File: src/rtl/pll_lock_ctrl.sv
// rtl/pll_lock_ctrl.sv - PLL reset/lock sequencer with lock qualification, retry, fail and loss tracking
module pll_lock_ctrl #(
  parameter int RST_CYCLES    = 100,
  parameter int LOCK_STABLE   = 1024,
  parameter int LOCK_TIMEOUT  = 50000,
  parameter int MAX_RETRY     = 3,
  parameter int RELEASE_DELAY = 16
) (
  input  logic       clkin1,
  input  logic       rst,
  input  logic       restart,
  input  logic       pll_lock_in,
  output logic       pll_rst,
  output logic       sys_rst,
  output logic       locked_ok,
  output logic       fail,
  output logic [2:0] state,
  output logic [3:0] retry_cnt,
  output logic [7:0] loss_cnt
);

  localparam int PM_A      = (RST_CYCLES > RELEASE_DELAY) ? RST_CYCLES : RELEASE_DELAY;
  localparam int PHASE_MAX = (PM_A > LOCK_TIMEOUT) ? PM_A : LOCK_TIMEOUT;
  localparam int PW        = $clog2(PHASE_MAX + 1);
  localparam int SW        = $clog2(LOCK_STABLE + 1);

  localparam logic [PW-1:0] RST_LAST    = PW'(RST_CYCLES - 1);
  localparam logic [PW-1:0] TMO_LAST    = PW'(LOCK_TIMEOUT - 1);
  localparam logic [PW-1:0] REL_LAST    = PW'(RELEASE_DELAY - 1);
  localparam logic [SW-1:0] STABLE_LAST = SW'(LOCK_STABLE - 1);
  localparam logic [3:0]    RETRY_MAX   = 4'(MAX_RETRY);

  typedef enum logic [2:0] {
    ST_RST_PLL   = 3'd0,
    ST_WAIT_LOCK = 3'd1,
    ST_RELEASE   = 3'd2,
    ST_LOCKED    = 3'd3,
    ST_FAIL      = 3'd4
  } state_t;

  state_t        state_q, state_d;
  logic [PW-1:0] phase_q, phase_d;
  logic [SW-1:0] stable_q, stable_d;
  logic [3:0]    retry_q, retry_d;
  logic [7:0]    loss_q, loss_d;
  logic          lock_meta_q, lock_s_q;
  logic          pll_rst_q, sys_rst_q, locked_ok_q, fail_q;

  always_comb begin
    state_d  = state_q;
    phase_d  = phase_q;
    stable_d = stable_q;
    retry_d  = retry_q;
    loss_d   = loss_q;
    case (state_q)
      ST_RST_PLL: begin
        phase_d = phase_q + PW'(1);
        if (phase_q == RST_LAST) state_d = ST_WAIT_LOCK;
      end
      ST_WAIT_LOCK: begin
        // phase_q doubles as the per-attempt timeout counter here
        phase_d  = phase_q + PW'(1);
        stable_d = lock_s_q ? stable_q + SW'(1) : '0;
        if (lock_s_q && (stable_q == STABLE_LAST)) begin
          state_d = ST_RELEASE;
        end else if (phase_q == TMO_LAST) begin
          if (retry_q == RETRY_MAX) begin
            state_d = ST_FAIL;
          end else begin
            retry_d = retry_q + 4'd1;
            state_d = ST_RST_PLL;
          end
        end
      end
      ST_RELEASE: begin
        phase_d = phase_q + PW'(1);
        if (!lock_s_q) begin
          state_d = ST_WAIT_LOCK;
        end else if (phase_q == REL_LAST) begin
          state_d = ST_LOCKED;
          retry_d = '0;
        end
      end
      ST_LOCKED: begin
        if (!lock_s_q) begin
          state_d = ST_RST_PLL;
          if (loss_q != 8'hFF) loss_d = loss_q + 8'd1;
        end
      end
      ST_FAIL: begin
        state_d = ST_FAIL;
      end
      default: state_d = ST_RST_PLL;
    endcase
    if (restart) begin
      state_d = ST_RST_PLL;
      retry_d = '0;
      loss_d  = loss_q;
    end
    if (restart || (state_d != state_q)) begin
      phase_d  = '0;
      stable_d = '0;
    end
  end

  always_ff @(posedge clkin1) begin
    if (rst) begin
      lock_meta_q <= 1'b0;
      lock_s_q    <= 1'b0;
      state_q     <= ST_RST_PLL;
      phase_q     <= '0;
      stable_q    <= '0;
      retry_q     <= '0;
      loss_q      <= '0;
      pll_rst_q   <= 1'b1;
      sys_rst_q   <= 1'b1;
      locked_ok_q <= 1'b0;
      fail_q      <= 1'b0;
    end else begin
      lock_meta_q <= pll_lock_in;
      lock_s_q    <= lock_meta_q;
      state_q     <= state_d;
      phase_q     <= phase_d;
      stable_q    <= stable_d;
      retry_q     <= retry_d;
      loss_q      <= loss_d;
      // outputs decode the next state so they change together with state
      pll_rst_q   <= (state_d == ST_RST_PLL) || (state_d == ST_FAIL);
      sys_rst_q   <= (state_d != ST_LOCKED);
      locked_ok_q <= (state_d == ST_LOCKED);
      fail_q      <= (state_d == ST_FAIL);
    end
  end

  assign pll_rst   = pll_rst_q;
  assign sys_rst   = sys_rst_q;
  assign locked_ok = locked_ok_q;
  assign fail      = fail_q;
  assign state     = state_q;
  assign retry_cnt = retry_q;
  assign loss_cnt  = loss_q;

endmodule

File: config.mk
export PLATFORM = sky130hd
export DESIGN_NAME = pll_lock_ctrl
export DESIGN_NICKNAME = d
export VERILOG_FILES = /design/src/rtl/pll_lock_ctrl.sv
export SDC_FILE = /design/constraint.sdc
export NUM_CORES = 1
export LEC_CHECK = 0
export ABC_AREA = 1
export BUFFER_PORTS_ARGS = -buffer_cell sky130_fd_sc_hd__buf_2
export CORE_MARGIN = 1
export CORE_UTILIZATION = 35
export DETAILED_ROUTE_END_ITERATION = 8
export GPL_ROUTABILITY_DRIVEN = 0
export PLACE_DENSITY_LB_ADDON = 0.25
export SETUP_SLACK_MARGIN = 0.15
export SLEW_MARGIN = 20
export SYNTH_ARGS = -nofsm -noshare
export SYNTH_HDL_FRONTEND = slang
export SYNTH_SLANG_ARGS = --single-unit
File: constraint.sdc
create_clock -name clkin1 -period 2.8 [get_ports clkin1]
set_input_delay 0.28 -clock clkin1 [delete_from_list [all_inputs] [get_ports clkin1]]
set_output_delay 0.28 -clock clkin1 [all_outputs]
set_load 0.03 [all_outputs]
Yosys cells after proc, flatten, opt, wreduce, memory -nomap -nowiden
Index checks and enable logic that the tools add are counted.

word-level totals
  register bits after elaboration = 48
  word-level logic and storage cells = 63
  bits in read-only memories = 0
  bits in latches = 0
  RAM bits = 0
  memories = 0
  bits of input ports = 4

operators by class
  shifts and indexed selects = 0
  bitwise logic cells = 2
  order comparisons = 0
  multiply operators = 0
  equality and inequality tests = 19
  div/mod/pow operators = 0
  reductions and logical operators = 11
  $add $sub $neg = 4
  muxes and demuxes = 16

operators with widths
  cell                                                                      count
  3-bit 2-to-1 mux                                                          8
  4-bit 2-to-1 mux                                                          5
  16-bit by 1-bit adder with 16-bit output (second input constant)          1
  16-bit == test (second input constant)                                    1
  16-bit by 4-bit == test with 1-bit output (second input constant)         1
  16-bit by 7-bit == test with 1-bit output (second input constant)         1
  3-bit case mux with 5 select lines                                        1
  11-bit by 1-bit adder with 11-bit output (second input constant)          1
  11-bit by 10-bit == test with 1-bit output (second input constant)        1
  11-bit 2-to-1 mux                                                         1
  2-bit inequality test (second input constant)                             5
  3-bit by 2-bit == test with 1-bit output (second input constant)          3
  8-bit by 1-bit adder with 8-bit output (second input constant)            1
  8-bit inequality test (second input constant)                             1
  4-bit case mux with 2 select lines                                        1
  3-bit == test (second input constant)                                     2
  3-bit zero test                                                           2
  6-bit AND reduction                                                       1
  4-bit by 1-bit adder with 4-bit output (second input constant)            1
  4-bit by 2-bit == test with 1-bit output (second input constant)          1
  4-bit AND reduction                                                       1
  2-bit OR reduction                                                        2
  3-bit by 1-bit == test with 1-bit output (second input constant)          1
  3-bit by 2-bit inequality test with 1-bit output (second input constant)  1
  6 further kinds                                                           8

Depth between registers and ports, before layout
Gate-level depths: netlist of the first run.

  word-level depth = 9
  mapped depth = 12
  mapped depth without buffers = 11

Least setup slack after synthesis of the first run
OpenSTA, ideal clock, no wires.

  path type = register to register
  from = register loss_q[1] (netlist: loss_cnt[1])
  to = register loss_q[4] (netlist: loss_cnt[4])
  period minus slack after synthesis = 1798 ps
  path slack = 1002 ps
  data arrival time = 1677 ps
  required time = 2679 ps
  path buffers = 0
  stages on the path, launching flop included = 9
  setup time = 121 ps
  path through = dfxtp_1 -> ha_1 -> nand2_1 -> nor3_1 -> nand3_1 -> nand2_1 -> inv_1 -> a41oi_1 -> nor2_1

between the ends
  longest elaborated chain between the ends = 2

RTL lines
  what                                                                                            line  RTL
  start: declaration                                                                              45    logic [7:0] loss_q, loss_d;
  start signal: assignment                                                                        126   loss_q <= loss_d;
  parallel branches: the longest is 2 deep, another holds 8-bit by 1-bit adder with 8-bit output  -

Parallel ways; which one is timed is not known.
A chain may end at the register's enable or synchronous reset.

Worst setup path in the final report of the first run
  from = register phase_q[0]
  to = register phase_q[6]

between the ends
  longest elaborated chain between the ends = 8

RTL lines
  what                                                                                line    RTL
  start: declaration                                                                  42      logic [PW-1:0] phase_q, phase_d;
  start signal: assignment                                                            123     phase_q <= phase_d;
  16-bit by 4-bit == test with 1-bit output / 16-bit == test (equally long branches)  79, 66
  3-bit 2-to-1 mux, on equally long branches                                          79, 66
  3-bit 2-to-1 mux, on equally long branches                                          77, 64
  3-bit case mux with 5 select lines                                                  55      case (state_q)
  3-bit 2-to-1 mux                                                                    95      if (restart) begin
  3-bit inequality test                                                               100     if (restart || (state_d != state_q)) begin
  1-bit logical OR                                                                    100
  2-bit OR reduction (no line)                                                        -

Several ways; a longest one is shown, not always the timed one.

==> impl_metrics.py, run 1 <==
metrics = {
    "timing": {
        "rsz0062_at_grt": "no",
        "fin_skew_ns": 0.01266,
        "finalSetupTns_ns": 0,
        "max_clock_freq_ghz": 0.5152,
        "post-route-min-period_ns": 1.941,
        "setup_violations": 0,
        "post-route-period-util_pct": 69.31,
        "slew_headroom_pct": 73.54,
        "fin_ws_ns": 0.8592,
        "hold_violations": 0,
        "finalMaxSlewViolations": 0,
        "fin_hold_ws_ns": 0.1653,
        "worstMarginPinSlew_ns": 0.3969,
    },
    "power_and_ir_drop": {
        "ir_drop_mv": 0.2276,
        "power_density_mw_per_mm2": 429.0,
        "p_leak_nw": 1.083,
        "power_mw": 1.154,
    },
    "placed_design": {
        "io_buffers": 22,
        "dp_hpwl_um": 3441,
        "dpl.cell_count": 425,
        "dpl_worst_slack_ns": 0.8503,
    },
    "clocking": {
        "cts_resized": 0,
        "cts_tree": "done",
        "cts_root_buf": "clkbuf_8",
        "cts_made_buffers": 5,
        "htree_levels": 2,
        "cts-hold-fix-buffers": 0,
        "insertion_delay_ns": 0.31,
        "cts.sinks": 48,
        "path_clk_slew_ns": 0.09,
        "cts_setup_buffers": 0,
        "clk_path_buf_depth": 2,
    },
    "die": {
        "floorplan.rows": 29,
        "coreArea_mm2": 0.006531,
        "num_io_pins": 23,
        "die_area_mm2": 0.007265,
        "start_util_pct": 37.13,
        "die_h_um": 85.24,
        "die_x_um": 85.24,
    },
    "worst_setup_path": {
        "arrival_ns": 2.17,
        "path_buf_inv": 0,
        "crit_path_cell_trace": "ha_1, nand3_1, nor2_1, nand2_1, nand3_1, nand3_2, nand3b_1, nand3_4, nor2_1",
        "setup.worst_path.end_class": "flip-flop",
        "path_delay_family": "simple AND/OR/NAND/NOR gates",
        "critPathMaxStageDelay_ns": 0.38,
        "critPathRequiredTime_ns": 3.03,
        "setup.worst_path.class": "reg2reg",
        "start_kind": "flip-flop",
        "slowest_stage": "dfxtp_1",
        "crit_fanout": 27,
    },
    "yosys": {
        "ys.flop_type": "dfxtp_1",
        "synth_top_area_share_pct": 39.63,
        "synth_top_area_cell": "dfxtp_1",
        "syn_nets": 338,
        "avgSynthCellArea_um2": 7.348,
        "synth_edf_count": 0,
        "synth.area.top_cells": "dfxtp_1, nor2_1, nand2_1",
        "yosysWarnings": 0,
        "synth-seq-cells": 48,
        "synth_cell_types": 33,
        "syn_area_mm2": 0.002425,
        "ys_seq_area_share_pct": 39.63,
        "netlist_instances": 330,
        "synthArstFlopShare_pct": 0,
    },
    "global_routing": {
        "grt_start_max_net_pins": 28,
        "grt_pass1_vias": 1897,
        "grt_pass1_wl_um": 8142,
        "grt_usage_pct": 13.80,
        "overflow": 0,
        "antenna_found_initial": 0,
    },
    "finish": {
        "syn_to_final_growth_pct": 10.94,
        "fill_cells": 703,
        "diodes": 0,
        "drive_gt1_share_pct": 17.13,
        "fin_cells": 433,
        "fin_nets": 363,
    },
    "routing": {
        "via_per_inst": 4.776,
        "num_vias": 2068,
        "route.detailed.drc": 0,
        "final_antenna_net_count": 0,
        "routed_wl_um": 4647,
        "firstDrtPassIters": 4,
        "wl_per_cell_um": 10.73,
        "drt_iter0_drc": 68,
    },
    "min_path": {
        "hold_class": "in2reg",
    },
    "status": {
        "status": "finished, final reports clean",
    },
    "flow_run": {
        "max_cap_viol_count": 0,
    },
}
worst min-delay path, cell delays in order:
cell    delay [ns]
buf_2         0.09
inv_1         0.04
nor2_1        0.03
logic make-up (layout without fill, tap and decap cells):
family                   Yosys count  after routing  share of synthesized area, %
adder cells (fa/ha/maj)            4              4                         2.064
XOR/XNOR                          19             19                         6.863
multiplexers                       1              1                        0.4128
AO/OA/AOI/OAI                     31             31                         7.482
buffers and inverters             46             72                         8.049
AND/OR/NAND/NOR                  181            181                         35.50
flip-flops                        48             48                         39.63
flip-flops by register name (all words and copies together), names as in the netlist:
| signal | cells |
|---|---|
| sys_rst | 1 |
| locked_ok | 1 |
| pll_rst | 1 |
| retry_cnt | 4 |
| lock_s_q | 1 |
| lock_meta_q | 1 |
| loss_cnt | 8 |
| fail | 1 |
| phase_q | 16 |
| stable_q | 11 |
| state | 3 |
metal layers:
layer | global-route usage [%] | routed length, um
met1 | 18.48 | 2458
met2 | 21.92 | 1992
met3 | 3.307 | 145
met4 | 4.468 | 49
met5 | 0 | 0
final cells by class:
| cell class | count | area, um^2 | share of cell area (%) |
|---|---|---|---|
| clock buffer | 6 | 82.58 | 3.070 |
| clock inverter | 2 | 13.76 | 0.5116 |
| inverter | 42 | 157.7 | 5.860 |
| timing repair buffer | 22 | 110.1 | 4.093 |
| tap | 77 | 96.34 | 3.581 |
| sequential | 48 | 960.9 | 35.72 |
| multi-input combinational | 236 | 1269 | 47.16 |
path summary, 6_finish.rpt:
check	from	endpoint	slack, ns	depth (start not counted)
hold / removal	pll_lock_in	lock_meta_q	0.17	3
setup reg to reg	phase_q[0]	phase_q[6]	0.86	9
setup / recovery	phase_q[0]	phase_q[6]	0.86	9
hold reg to reg	lock_meta_q	lock_s_q	0.41	2
cells in the final DEF, fill, tap and decap left out:
master,instances
ha_1,4
and2_1,1
or2_2,1
inv_6,1
nand4_1,6
o31ai_1,1
a21oi_2,1
buf_2,22
o21ai_0,13
clkinv_2,1
o211ai_1,1
xor2_1,14
nor4_1,3
nand2_1,54
nand2_2,3
nand3_1,23
a22oi_1,1
nand3_4,1
a21boi_0,1
dfxtp_1,48
nor2_1,59
nand3_2,4
nand3b_1,1
inv_2,1
nor2_2,15
o21ai_2,1
inv_1,41
nor3_1,6
mux2i_1,1
a21oi_1,9
a41oi_1,1
clkbuf_8,6
nor2_4,4
o21bai_1,2
xnor2_1,5
power by group:
part	switching, mW	internal (mW)	leakage [nW]
sequential	0.00207	0.685	0.387
combinational	0.0182	0.00686	0.644
clock	0.240	0.202	0.0516
through the flow:
stage | instance area [um^2] | util [%]
final | 2690 | 41.19
after global routing | 2690 | 41.19
after CTS | 2690 | 41.19
after detailed placement | 2594 | 39.71
after global placement | 2594 | 39.71
after floorplan | 2425 | -
Yosys cell counts, types with 2 or more instances:
cell type   n
nor2_1     59
nand2_1    54
dfxtp_1    48
inv_1      41
nand3_1    23
nor2_2     15
xor2_1     14
o21ai_0    13
a21oi_1     9
nand4_1     6
nor3_1      6
xnor2_1     5
ha_1        4
nand3_2     4
nor2_4      4
buf_6       3
nand2_2     3
nor4_1      3
o21bai_1    2
Power figures use the tool's default switching activity.
==> run 2, diff against run 1 <==
- clock period: 2.8 -> 1.6 ns (I/O delays scaled with it)
==> run 2 against run 1 <==
  * The flow now finishes with violations (negative setup slack)
  * Final cell count grew 12%
  * Largest power group unchanged
  * Via count up 8.4%
  * Combinational power rose to 2.9 times the previous value
  * Core utilization increased by 12 points
  * Clock-buffer cell count shrank 1
  * Power rose by 86%
  * Setup slack worse by 0.90 ns
  * Sequential power up 75%
  * Critical path depth rose by 2
==> impl_metrics.py, run 2 (synthesis results as in run 1) <==
metrics = {
    "finish": {
        "layout_common_cells": "buf_4, inv_1, nand2_1, nor2_1, dfxtp_1",
        "fin_nets": 416,
        "largest_reg_flops": 16,
        "regMostFlops": "phase_q",
        "diodes": 0,
        "final_common_cell": "buf_4",
        "drive_gt1_share_pct": 42.30,
        "syn_to_final_growth_pct": 42.00,
        "fill_cells": 620,
    },
    "routing": {
        "routed_wl_um": 5515,
        "wl_per_cell_um": 11.35,
        "via_per_inst": 4.613,
        "route.detailed.drc": 0,
        "drt_iter0_drc": 87,
        "num_vias": 2242,
        "firstDrtPassIters": 4,
        "final_antenna_net_count": 0,
    },
    "timing": {
        "hold_violations": 0,
        "worstMarginPinSlew_ns": 0.3838,
        "slew_headroom_pct": 74.18,
        "post-route-min-period_ns": 1.637,
        "finalSetupTns_ns": -0.6427,
        "setup_violations": 27,
        "finalMaxSlewViolations": 0,
        "rsz0062_at_grt": "yes",
        "fin_ws_ns": -0.03711,
        "fin_hold_ws_ns": 0.05415,
        "post-route-period-util_pct": 102.3,
        "fin_skew_ns": 0.007114,
        "max_clock_freq_ghz": 0.6108,
    },
    "min_path": {
        "hold_depth": 3,
        "holdPathEnd": "lock_meta_q",
        "hold_class": "in2reg",
        "worstHoldStart": "pll_lock_in",
    },
    "placed_design": {
        "io_buffers": 22,
        "dp_hpwl_um": 3988,
    },
    "clocking": {
        "cts.sinks": 48,
        "cts_root_buf": "clkbuf_8",
        "htree_levels": 2,
        "insertion_delay_ns": 0.30,
        "cts_tree": "done",
        "path_clk_slew_ns": 0.09,
        "clk_path_buf_depth": 2,
        "cts-hold-fix-buffers": 0,
        "cts_made_buffers": 5,
    },
    "die": {
        "start_util_pct": 37.13,
        "die_x_um": 85.24,
        "floorplan.rows": 29,
        "die_h_um": 85.24,
        "num_io_pins": 23,
        "coreArea_mm2": 0.006531,
        "die_area_mm2": 0.007265,
    },
    "worst_setup_path": {
        "slowest_stage": "dfxtp_2",
        "path_delay_family": "simple AND/OR/NAND/NOR gates",
        "rr_endpoint": "stable_q[6]",
        "crit_path_cell_trace": "ha_4, nand3_4, nor2_4, nand2_4, nand3_1, nand3_2, nand2_1, nand2_2, nand3_4, buf_12, nor2_1",
        "crit_fanout": 8,
        "crit_top_cell": "nand3_4",
        "start_kind": "flip-flop",
        "r2r_start": "phase_q[0]",
        "rr_worst_depth": 11,
        "critPathMaxStageDelay_ns": 0.37,
        "r2r_setup_slack_ns": -0.04,
        "setup.worst_path.end_class": "flip-flop",
        "arrival_ns": 1.84,
        "path_buf_inv": 1,
        "critPathRequiredTime_ns": 1.80,
        "setup.worst_path.class": "reg2reg",
    },
    "status": {
        "violations": "negative setup slack",
        "status": "complete, but fails checks",
    },
    "global_routing": {
        "grt_pass1_vias": 2055,
        "grt_pass1_wl_um": 9232,
        "antenna_found_initial": 0,
        "grt_usage_pct": 15.92,
        "grt_start_max_net_pins": 16,
        "overflow": 0,
    },
    "power_and_ir_drop": {
        "power_mw": 2.152,
        "power_density_mw_per_mm2": 625.1,
        "p_leak_nw": 1.409,
        "ir_drop_mv": 0.4571,
    },
    "flow_run": {
        "max_cap_viol_count": 0,
    },
}
-- run 2: cell count changes in the layout (fill, tap and decap cells not counted), moves of 4 or more --
cell     before  now
buf_4         0   48
nor2_2       15   24
dfxtp_4       0    4
nand2_4       0    4
dfxtp_2       0   11
nand3_4       1    5
nor2_1       59   41
nand2_1      54   41
nor2_4        4   13
dfxtp_1      48   33
nand2_2       3   12
-- run 2: worst max-delay path by stage --
stage | start | endpoint | slack, ns | cells after the start
CTS | stable_q[0] | phase_q[12] | -0.04 | 12
global placement | phase_q[1] | phase_q[15] | -0.07 | 11
floorplan | phase_q[1] | stable_q[0] | 0.03 | 11
detailed placement | phase_q[1] | phase_q[15] | -0.10 | 11
global route | stable_q[0] | stable_q[6] | -0.18 | 11
finish | phase_q[0] | stable_q[6] | -0.04 | 11
-- run 2: power breakdown --
part	total, mW	internal [mW]	switching, mW
logic	0.0738	0.0307	0.0432
registers	1.20	1.19	0.00392
clock network	0.883	0.463	0.420
-- run 2: area by class of cell --
cell class	count	area, um^2	share of cell area [%]
clock buffer	5	68.82	1.999
inverter	42	160.2	4.651
multi-input combinational	236	1533	44.51
clock inverter	3	42.54	1.235
timing repair buffer	75	553.0	16.06
sequential	48	989.7	28.74
tap	77	96.34	2.798
-- run 2: timing repair --
action | CTS | global route
pin swaps | 6 | 14
resized for setup | 28 | 35
setup endpoints to repair | 40 | 45
buffers inserted | 7 | 3
endpoints found under the hold margin | 0 | 0
-- run 2: stage by stage --
step,instances,worst slack [ns],util [%],cell area [um^2]
global route,486,-0.1781,52.72,3443
CTS,483,-0.04224,50.44,3294
finish,486,-0.03711,52.72,3443
detailed placement,468,-0.1030,46.30,3024
floorplan,330,0.02922,-,2499
global placement,468,-0.07461,46.30,3024
-- run 2: tightest hold or removal path, cell delays in order --
cell	delay [ns]
buf_2	0.07
inv_1	0.03
nor2_1	0.06
-- run 2: per-layer routing --
metal | track usage (%) | routed length [um]
met1 | 19.94 | 2557
met2 | 27.79 | 2793
met3 | 2.724 | 99
met4 | 5.085 | 64
met5 | 0 | 0
